<file path="src/rtl/clk_monitor_if.sv">
// Status/measurement bundle between a clk_monitor and its consumer.
// Carries per_min/per_max only when MON_HIST_EN is defined.
interface clk_monitor_if #(
  parameter int W = 8
) ();
  logic         mon_clk;
  logic         err_clr;
  logic [W-1:0] period;
  logic         period_vld;
  logic         locked;
  logic         stuck;
  logic [7:0]   err_cnt;
`ifdef MON_HIST_EN
  logic [W-1:0] per_min;
  logic [W-1:0] per_max;

  modport master (
    output mon_clk, err_clr,
    input  period, period_vld, locked, stuck, err_cnt, per_min, per_max
  );
  modport slave (
    input  mon_clk, err_clr,
    output period, period_vld, locked, stuck, err_cnt, per_min, per_max
  );
`else
  modport master (
    output mon_clk, err_clr,
    input  period, period_vld, locked, stuck, err_cnt
  );
  modport slave (
    input  mon_clk, err_clr,
    output period, period_vld, locked, stuck, err_cnt
  );
`endif
endinterface

</file>
<file path="src/rtl/clk_monitor.sv">
// Measures a divided clock's period against clk_in, tracks lock, flags a stuck clock, counts errors.
// Optional MON_HIST_EN adds per_min/per_max period history.
module clk_monitor #(
  parameter int W          = 8,
  parameter int EXP_PERIOD = 12,
  parameter int TOL        = 1,
  parameter int LOCK_CNT   = 4,
  parameter int TIMEOUT    = 64
) (
  input  logic        clk_in,
  input  logic        ar,
  clk_monitor_if.slave mon
);
  localparam logic [1:0] IDLE   = 2'd0;
  localparam logic [1:0] ACQ    = 2'd1;
  localparam logic [1:0] LOCKED = 2'd2;
  localparam logic [1:0] FAULT  = 2'd3;

  localparam int GW = (LOCK_CNT < 2) ? 1 : $clog2(LOCK_CNT + 1);

  // Tolerance window in W+1 bits so EXP_PERIOD+TOL cannot wrap
  localparam logic [W:0]    LO      = (EXP_PERIOD > TOL) ? (W+1)'(EXP_PERIOD - TOL) : '0;
  localparam logic [W:0]    HI      = (W+1)'(EXP_PERIOD + TOL);
  localparam logic [W-1:0]  CNT_MAX = '1;
  localparam logic [W-1:0]  TO      = W'(TIMEOUT);
  localparam logic [GW:0]   LC      = (GW+1)'(LOCK_CNT);

  logic          s1, s2, s3;
  logic [W-1:0]  cnt;
  logic [W-1:0]  period_q;
  logic          vld_q, locked_q, stuck_q;
  logic [7:0]    err_q;
  logic [1:0]    state, state_nx;
  logic [GW-1:0] gc, gc_nx;
  logic [GW:0]   gc_inc;
  logic          rise, good, measure, timeout, err_ev;

  assign rise    = s2 & ~s3;
  assign good    = ({1'b0, cnt} >= LO) && ({1'b0, cnt} <= HI);
  assign measure = rise && (state != IDLE);
  assign timeout = !rise && (state != IDLE) && (cnt == TO);
  assign err_ev  = (measure && !good && (state == LOCKED || state == FAULT)) || timeout;
  assign gc_inc  = {1'b0, gc} + 1'b1;

  always_comb begin
    state_nx = state;
    gc_nx    = gc;
    if (rise) begin
      case (state)
        IDLE: begin
          state_nx = ACQ;
          gc_nx    = '0;
        end
        ACQ: begin
          if (!good)             gc_nx = '0;
          else if (gc_inc >= LC) state_nx = LOCKED;
          else                   gc_nx = gc_inc[GW-1:0];
        end
        LOCKED: if (!good) state_nx = FAULT;
        FAULT: if (good) begin
          state_nx = ACQ;
          gc_nx    = GW'(1);
        end
        default: state_nx = IDLE;
      endcase
    end else if (timeout) begin
      state_nx = IDLE;
    end
  end

  always_ff @(posedge clk_in or negedge ar) begin
    if (!ar) begin
      s1       <= 1'b0;
      s2       <= 1'b0;
      s3       <= 1'b0;
      cnt      <= '0;
      period_q <= '0;
      vld_q    <= 1'b0;
      locked_q <= 1'b0;
      stuck_q  <= 1'b0;
      err_q    <= '0;
      state    <= IDLE;
      gc       <= '0;
    end else begin
      s1       <= mon.mon_clk;
      s2       <= s1;
      s3       <= s2;
      state    <= state_nx;
      gc       <= gc_nx;
      locked_q <= (state_nx == LOCKED);
      vld_q    <= measure;
      if (measure) period_q <= cnt;
      if (rise)                cnt <= W'(1);
      else if (cnt != CNT_MAX) cnt <= cnt + 1'b1;
      if (rise)         stuck_q <= 1'b0;
      else if (timeout) stuck_q <= 1'b1;
      // Clear beats a coincident error event
      if (mon.err_clr)                   err_q <= '0;
      else if (err_ev && err_q != 8'hFF) err_q <= err_q + 1'b1;
    end
  end

  assign mon.period     = period_q;
  assign mon.period_vld = vld_q;
  assign mon.locked     = locked_q;
  assign mon.stuck      = stuck_q;
  assign mon.err_cnt    = err_q;

`ifdef MON_HIST_EN
  logic [W-1:0] min_q, max_q;

  always_ff @(posedge clk_in or negedge ar) begin
    if (!ar) begin
      min_q <= '1;
      max_q <= '0;
    end else if (mon.err_clr) begin
      min_q <= '1;
      max_q <= '0;
    end else if (measure) begin
      if (cnt < min_q) min_q <= cnt;
      if (cnt > max_q) max_q <= cnt;
    end
  end

  assign mon.per_min = min_q;
  assign mon.per_max = max_q;
`endif
endmodule
</file>
<file path="src/flat_wrapper.sv">
// flat-port wrapper written by rule: the top's interface ports become plain ports
module clk_monitor_flat 
#(
  parameter int W          = 8,
  parameter int EXP_PERIOD = 12,
  parameter int TOL        = 1,
  parameter int LOCK_CNT   = 4,
  parameter int TIMEOUT    = 64
)
  (clk_in, ar, mon_mon_clk, mon_err_clr, mon_period, mon_period_vld, mon_locked, mon_stuck, mon_err_cnt);
  clk_monitor_if #(.W(W)) mon_i ();
  input  logic clk_in;
  input  logic ar;
  input wire logic [$bits(mon_i.mon_clk)-1:0] mon_mon_clk;
  input wire logic [$bits(mon_i.err_clr)-1:0] mon_err_clr;
  output wire logic [$bits(mon_i.period)-1:0] mon_period;
  output wire logic [$bits(mon_i.period_vld)-1:0] mon_period_vld;
  output wire logic [$bits(mon_i.locked)-1:0] mon_locked;
  output wire logic [$bits(mon_i.stuck)-1:0] mon_stuck;
  output wire logic [$bits(mon_i.err_cnt)-1:0] mon_err_cnt;
  assign mon_i.mon_clk = mon_mon_clk;
  assign mon_i.err_clr = mon_err_clr;
  assign mon_period = mon_i.period;
  assign mon_period_vld = mon_i.period_vld;
  assign mon_locked = mon_i.locked;
  assign mon_stuck = mon_i.stuck;
  assign mon_err_cnt = mon_i.err_cnt;
  clk_monitor #(.W(W), .EXP_PERIOD(EXP_PERIOD), .TOL(TOL), .LOCK_CNT(LOCK_CNT), .TIMEOUT(TIMEOUT)) u_core (.clk_in(clk_in), .ar(ar), .mon(mon_i));
endmodule
</file>
<file path="config.mk">
export PLATFORM = sky130hd
export DESIGN_NAME = clk_monitor_flat
export DESIGN_NICKNAME = d
export VERILOG_FILES = /design/src/rtl/clk_monitor_if.sv /design/src/rtl/clk_monitor.sv /design/src/flat_wrapper.sv
export SDC_FILE = /design/constraint.sdc
export NUM_CORES = 1
export LEC_CHECK = 0
export CAP_MARGIN = 10
export CORE_MARGIN = 3
export CORE_UTILIZATION = 40
export CTS_BUF_LIST = sky130_fd_sc_hd__clkbuf_16
export CTS_CLUSTER_SIZE = 20
export DETAILED_ROUTE_END_ITERATION = 16
export GPL_ROUTABILITY_DRIVEN = 0
export SYNTH_ARGS = -nofsm -noshare
export SYNTH_HDL_FRONTEND = slang
export SYNTH_SLANG_ARGS = --single-unit
export TNS_END_PERCENT = 30
</file>
<file path="constraint.sdc">
create_clock -name clk_in -period 3 [get_ports clk_in]
set_input_delay 0.6 -clock clk_in [delete_from_list [all_inputs] [get_ports clk_in]]
set_output_delay 0.6 -clock clk_in [all_outputs]
set_load 0.005 [all_outputs]
</file>
======== Yosys cells after proc, flatten, opt, wreduce, memory -nomap -nowiden ========
Cells that the tools add are included.
Widths: inputs -> output; s select.
storage, ports and cells
  bits in registers ....................... 35
  input bits .............................. 4
  output and inout bits ................... 19
  word-level logic and storage cells ...... 63
cells by class
  $add $sub $neg .......................... 3
  $lt $le $gt $ge ......................... 3
  eq/ne operators ......................... 9
  mux-type cells .......................... 17
  bitwise operators ....................... 2
  reduce and logical (&&, ||, !) cells .... 18
operators with widths
  cell                 count
  $mux 8               4
  $add 8x1->8 const B  2
  $ne 8x8->1 const B   2
  $mux 2               6
  $mux 3               3
  $pmux 3 s3           1
  $eq 8x7->1 const B   1
  $ge 8x4->1 const B   1
  $le 8x4->1 const B   1
  $pmux 2 s4           1
  $reduce_bool 2->1    4
  $logic_and 1x1->1    7
  $eq 2x2->1 const B   3
  $add 3x1->4 const B  1
  $ge 4x3->1 const B   1
  $reduce_and 4->1     1
  $ne 3x3->1 const B   1
  $reduce_bool 3->1    1
  $eq 2x1->1 const B   1
  $logic_not 1->1      2
  $logic_not 2->1      1
  $logic_or 1x1->1     2
  $mux 1               2
  $ne 2x1->1 const B   1
  other kinds (2)      2

======== Depth between registers and ports, before layout ========
  depth in word-level cells ............... 9
  mapped depth ............................ 8
  gate-level depth less buffers ........... 7

======== Least setup slack after synthesis ========
OpenSTA, ideal clock, no wires.
  path kind ............................... reg2reg
  start point ............................. reg u_core.cnt[4]
  end point ............................... reg u_core.err_q[5], in the netlist u_core.mon.err_cnt[5]
  library setup time ...................... 127 ps
  data arrival time ....................... 1857 ps
  data required time ...................... 2873 ps
  slack ................................... 1015 ps
  cell stages (with the launch flop) ...... 7
  buffers on the path ..................... 1
  period minus slack after synthesis ...... 1985 ps
  cells stage by stage .................... dfrtp_1 -> or4b_4 -> a211oi_4 -> o22ai_2 -> buf_6 -> nand4_2 -> mux2_1
between the ends
  longest elaborated chain between the ends .. 8
  elaborated cells on any way between the ends .. 11
  classes of those cells .................. order compare (2); eq/ne (1); reduce/logical (8)
ends and longest elaborated chain
  what                                             RTL line           RTL
  from (decl)                                      clk_monitor.sv:29  logic [W-1:0] cnt;
  from (signal assigned)                           clk_monitor.sv:94  else if (cnt != CNT_MAX) cnt <= cnt + 1'b1;
  $ge 8x4->1 / $le 8x4->1 (equally long branches)  clk_monitor.sv:39  assign good = ({1'b0, cnt} >= LO) && ({1'b0, cnt} <= HI);
  $logic_and 1x1->1                                clk_monitor.sv:39
  $logic_not 1->1                                  clk_monitor.sv:42  assign err_ev = (measure && !good && (state == LOCKED || state == FAULT)) || timeout;
  $logic_and 1x1->1 (2 in series)                  clk_monitor.sv:42
  $logic_or 1x1->1 *                               clk_monitor.sv:42
  $logic_and 1x1->1 *                              clk_monitor.sv:99  else if (err_ev && err_q != 8'hFF) err_q <= err_q + 1'b1;
  $reduce_bool 2->1 (no line) *                    n/a
  to (signal assigned)                             clk_monitor.sv:99
  to (decl)                                        clk_monitor.sv:32  logic [7:0] err_q;
Mark *: on every way between the ends. The rest lies on a longest branch, timed or not.
A chain may end at the register's enable or synchronous reset.

======== Final worst setup path ========
  start point ............................. reg u_core.cnt[0]
  end point ............................... reg u_core.err_q[5], in the netlist u_core.mon.err_cnt[5]
Same word-level chain as after synthesis.

==> flow_summary_export.csv <==
group,metric,value,unit
status,status,"finished clean",
sta,fin_crit_sh,76.5,%
clocking,cts_root_buf,"clkbuf_16",
clocking,clk_latency,0.28,ns
final_layout,diodes,0,
sta,hold_viol_final,0,
setup_path,crit_start,"u_core.cnt[0]",
global_routing,grt_max_degree,36,
synthesis,postSynthCellCount,164,
die,fp-row-count,23,
placed_design,hpwl,2400,um
drt,dr.pass1.iters,4,
setup_path,cp_cell_sequence,"inv_1, ha_1, nor3b_1, nand4_1, o22ai_2, nand4_2, mux2_1",
setup_path,slowest_stage,"o22ai_2",
global_routing,track_usage,15.0,%
synthesis,synthDominantCellAreaShare,50.1,%
global_routing,overflow,0,
setup_path,startpoint_type,"flip-flop",
sta,finalSetupTns,0,ns
setup_path,slowest_delay,0.54,ns
die,die_height,72.1,um
setup_path,crit-reg2reg-launch,"u_core.cnt[0]",
global_routing,antenna_found_initial,0,
sta,rsz0062_at_grt,"no",
sta,period_needed,2.30,ns
synthesis,yosysTopAreaCell,"dfrtp_1",
synthesis,synth_seq_cells,35,
min_path,whs_path_depth,0,
synthesis,synth_cell_types,41,
global_routing,grt_pass1_wl,5980,um
final_layout,layout.cells.non_filler,239,
synthesis,ys_seq_area_share,50.1,%
setup_path,r2r_cells,7,
power_and_ir_drop,p_per_area,605,nW/um^2
clocking,post_cts_resized,0,
setup_path,reg2reg_slack,0.70,ns
sta,relSlewSlack,57.6,%
power_and_ir_drop,power_leakage,0.000984,uW
sta,fmax,435,MHz
drt,routed_wirelength,3400,um
drt,ant_nets,0,
drt,num_vias,1272,
final_layout,final_nets,198,
global_routing,grt_pass1_vias,1287,
setup_path,r2r-end,"u_core.mon.err_cnt[5]",
drt,vias_per_cell,5.32,
setup_path,cp_max_fo,11,
clocking,cts_buffer_depth,2,
die,io_pins,23,
sta,skew,0.00453,ns
clocking,htreeDepth,2,
clocking,cts_tree,"done",
die,dieArea,5200,um^2
placed_design,dp_cells,231,
sta,finalSetupViolCount,0,
placed_design,postPlaceCellArea,2010,um^2
final_layout,layout-drive-gt1-share,15.3,%
placed_design,port_buffers,22,
power_and_ir_drop,ir_worst_vdd,0.295,mV
drt,drc,0,
clocking,clk_pin_slew_worst_paths,0.05,ns
synthesis,syn_avg_cell_area,10.7,um^2
power_and_ir_drop,finalPower,1300,uW
synthesis,syn_area,1750,um^2
clocking,numCtsBuffers,5,
clocking,cts_sinks,35,
drt,drt-initial-drc-count,102,
final_layout,finish.instance_area,2150,um^2
final_layout,synthToLayoutAreaGrowth,23.2,%
clocking,post-cts-setup-buffers,0,
setup_path,endpoint,"u_core.mon.err_cnt[5]",
synthesis,synth_area_leaders,"dfrtp_1, mux2_2, ha_1",
job,maxCapViolCount,0,
min_path,hp-start,"u_core.s1",
min_path,hp-class,"flip-flop to flip-flop",
final_layout,nFillCells,376,
synthesis,yosys_warnings,0,
sta,worst_pin_slew,0.631,ns
sta,drv_slew,0,
die,initial_core_util,42.5,%
synthesis,syn-num-nets,174,
setup_path,critPathKind,"flip-flop to flip-flop",
die,die_w,72.1,um
drt,wire_per_inst,14.2,um
setup_path,critPathRequiredTime,3.16,ns
clocking,cts_hold_buf,0,
setup_path,arrival,2.45,ns
setup_path,cp-end-kind,"flip-flop",
die,coreArea,4120,um^2
[where the power goes]
part | internal [uW] | switching, uW | total, uW
sequential | 531 | 60.7 | 592
clock | 302 | 186 | 488
combinational | 128 | 96.6 | 225
[worst min path at each step]
stage          slack (ns)            end
6_report             0.35      u_core.s2
5_1_grt              0.37      u_core.s2
3_3_place_gp         0.33      u_core.s2
4_1_cts              0.35      u_core.s2
3_5_place_dp         0.34      u_core.s2
2_1_floorplan        0.30  u_core.cnt[0]
[cell families (layout without fill, tap and decap cells)]
group / count (synthesis) / count (layout) / synth area share, %
and+or+nand+nor: 60 / 60 / 18.7
DFF: 35 / 35 / 50.1
AOI/OAI and AO/OA: 34 / 34 / 13.4
muxes: 14 / 14 / 9.01
buffers and inverters: 13 / 38 / 3.43
adders and majority gates: 6 / 6 / 4.29
xor gates and xnor gates: 2 / 2 / 1.00
[sequential cells by signal, summed over array words and instances, names as in the netlist]
signal / flops
u_core.cnt: 8
u_core.state: 2
u_core.mon.err_cnt: 8
u_core.s2: 1
u_core.s3: 1
u_core.mon.period_vld: 1
u_core.s1: 1
u_core.mon.stuck: 1
u_core.gc: 3
u_core.mon.locked: 1
u_core.mon.period: 8
[critical path: cells and delay by family, from the launching register on]
| kind | cells | cell delay (ns) |
|---|---|---|
| AOI/OAI and AO/OA | 1 | 0.54 |
| adders and majority gates | 1 | 0.16 |
| buffers and inverters | 1 | 0.14 |
| DFF | 1 | 0.42 |
| muxes | 1 | 0.33 |
| and+or+nand+nor | 3 | 0.58 |
[per-layer routing]
| metal | global-route usage [%] | up-vias | wire length [um] |
|---|---|---|---|
| met2 | 23.4 | 21 | 1590 |
| met5 | 0 | - | 0 |
| li1 | - | 629 | - |
| met4 | 6.26 | 0 | 69 |
| met1 | 19.0 | 615 | 1610 |
| met3 | 5.12 | 7 | 133 |
[synth_stat cells, drive strengths merged]
cell and count:
and3 5, o22ai 2, or4b 1, nor2b 4, nor2 16, a21o 1
nand2b 4, a211oi 1, buf 2, a31o 2, and2 1, inv 5
a21boi 1, xnor2 1, dfrtp 35, nor3 2, a21bo 1, o21ai 10
nand3 5, o2111ai 1, nor4b 1, nand2 10, nand3b 1, nand4 7
a21oi 10, o211ai 2, or2 1, xor2 1, ha 6, clkbuf 6
nor3b 2, a31oi 1, mux2i 3, mux2 11, o211a 2
[through the flow]
stage | util (%) | hold WS [ns] | setup slack, ns
after floorplan | - | 0.304 | 1.02
after global placement | 48.9 | 0.332 | 0.777
after detailed placement | 48.9 | 0.343 | 0.706
after CTS | 52.4 | 0.354 | 0.683
after global routing | 52.4 | 0.366 | 0.487
final | 52.4 | 0.352 | 0.704
[layout make-up]
cell class / instances / area (um^2) / area share, %
tap: 50 / 62.6 / 2.90
clock buffer: 5 / 125 / 5.81
multi-input combinational: 116 / 813 / 37.7
clock inverter: 3 / 16.3 / 0.755
inverter: 5 / 18.8 / 0.871
sequential: 35 / 876 / 40.7
timing repair buffer: 25 / 243 / 11.3
[placed cells by master, fill, tap and decap left out, types with 2 or more instances in the layout]
master            n
nand4_2           2
nor2b_1           4
a31o_2            2
mux2_2            9
nor3_1            2
o211ai_1          2
nand4_1           5
o21ai_0          10
nor3b_1           2
mux2i_1           3
and3_1            5
nand2_1          10
nor2_1           16
inv_1             6
clkdlybuf4s50_1  22
dfrtp_1          35
nand3_1           5
o211a_1           2
clkbuf_16         5
buf_4             3
ha_1              6
nand2b_1          4
a21oi_1           9
No activity file was read; power rests on OpenSTA's default activity.
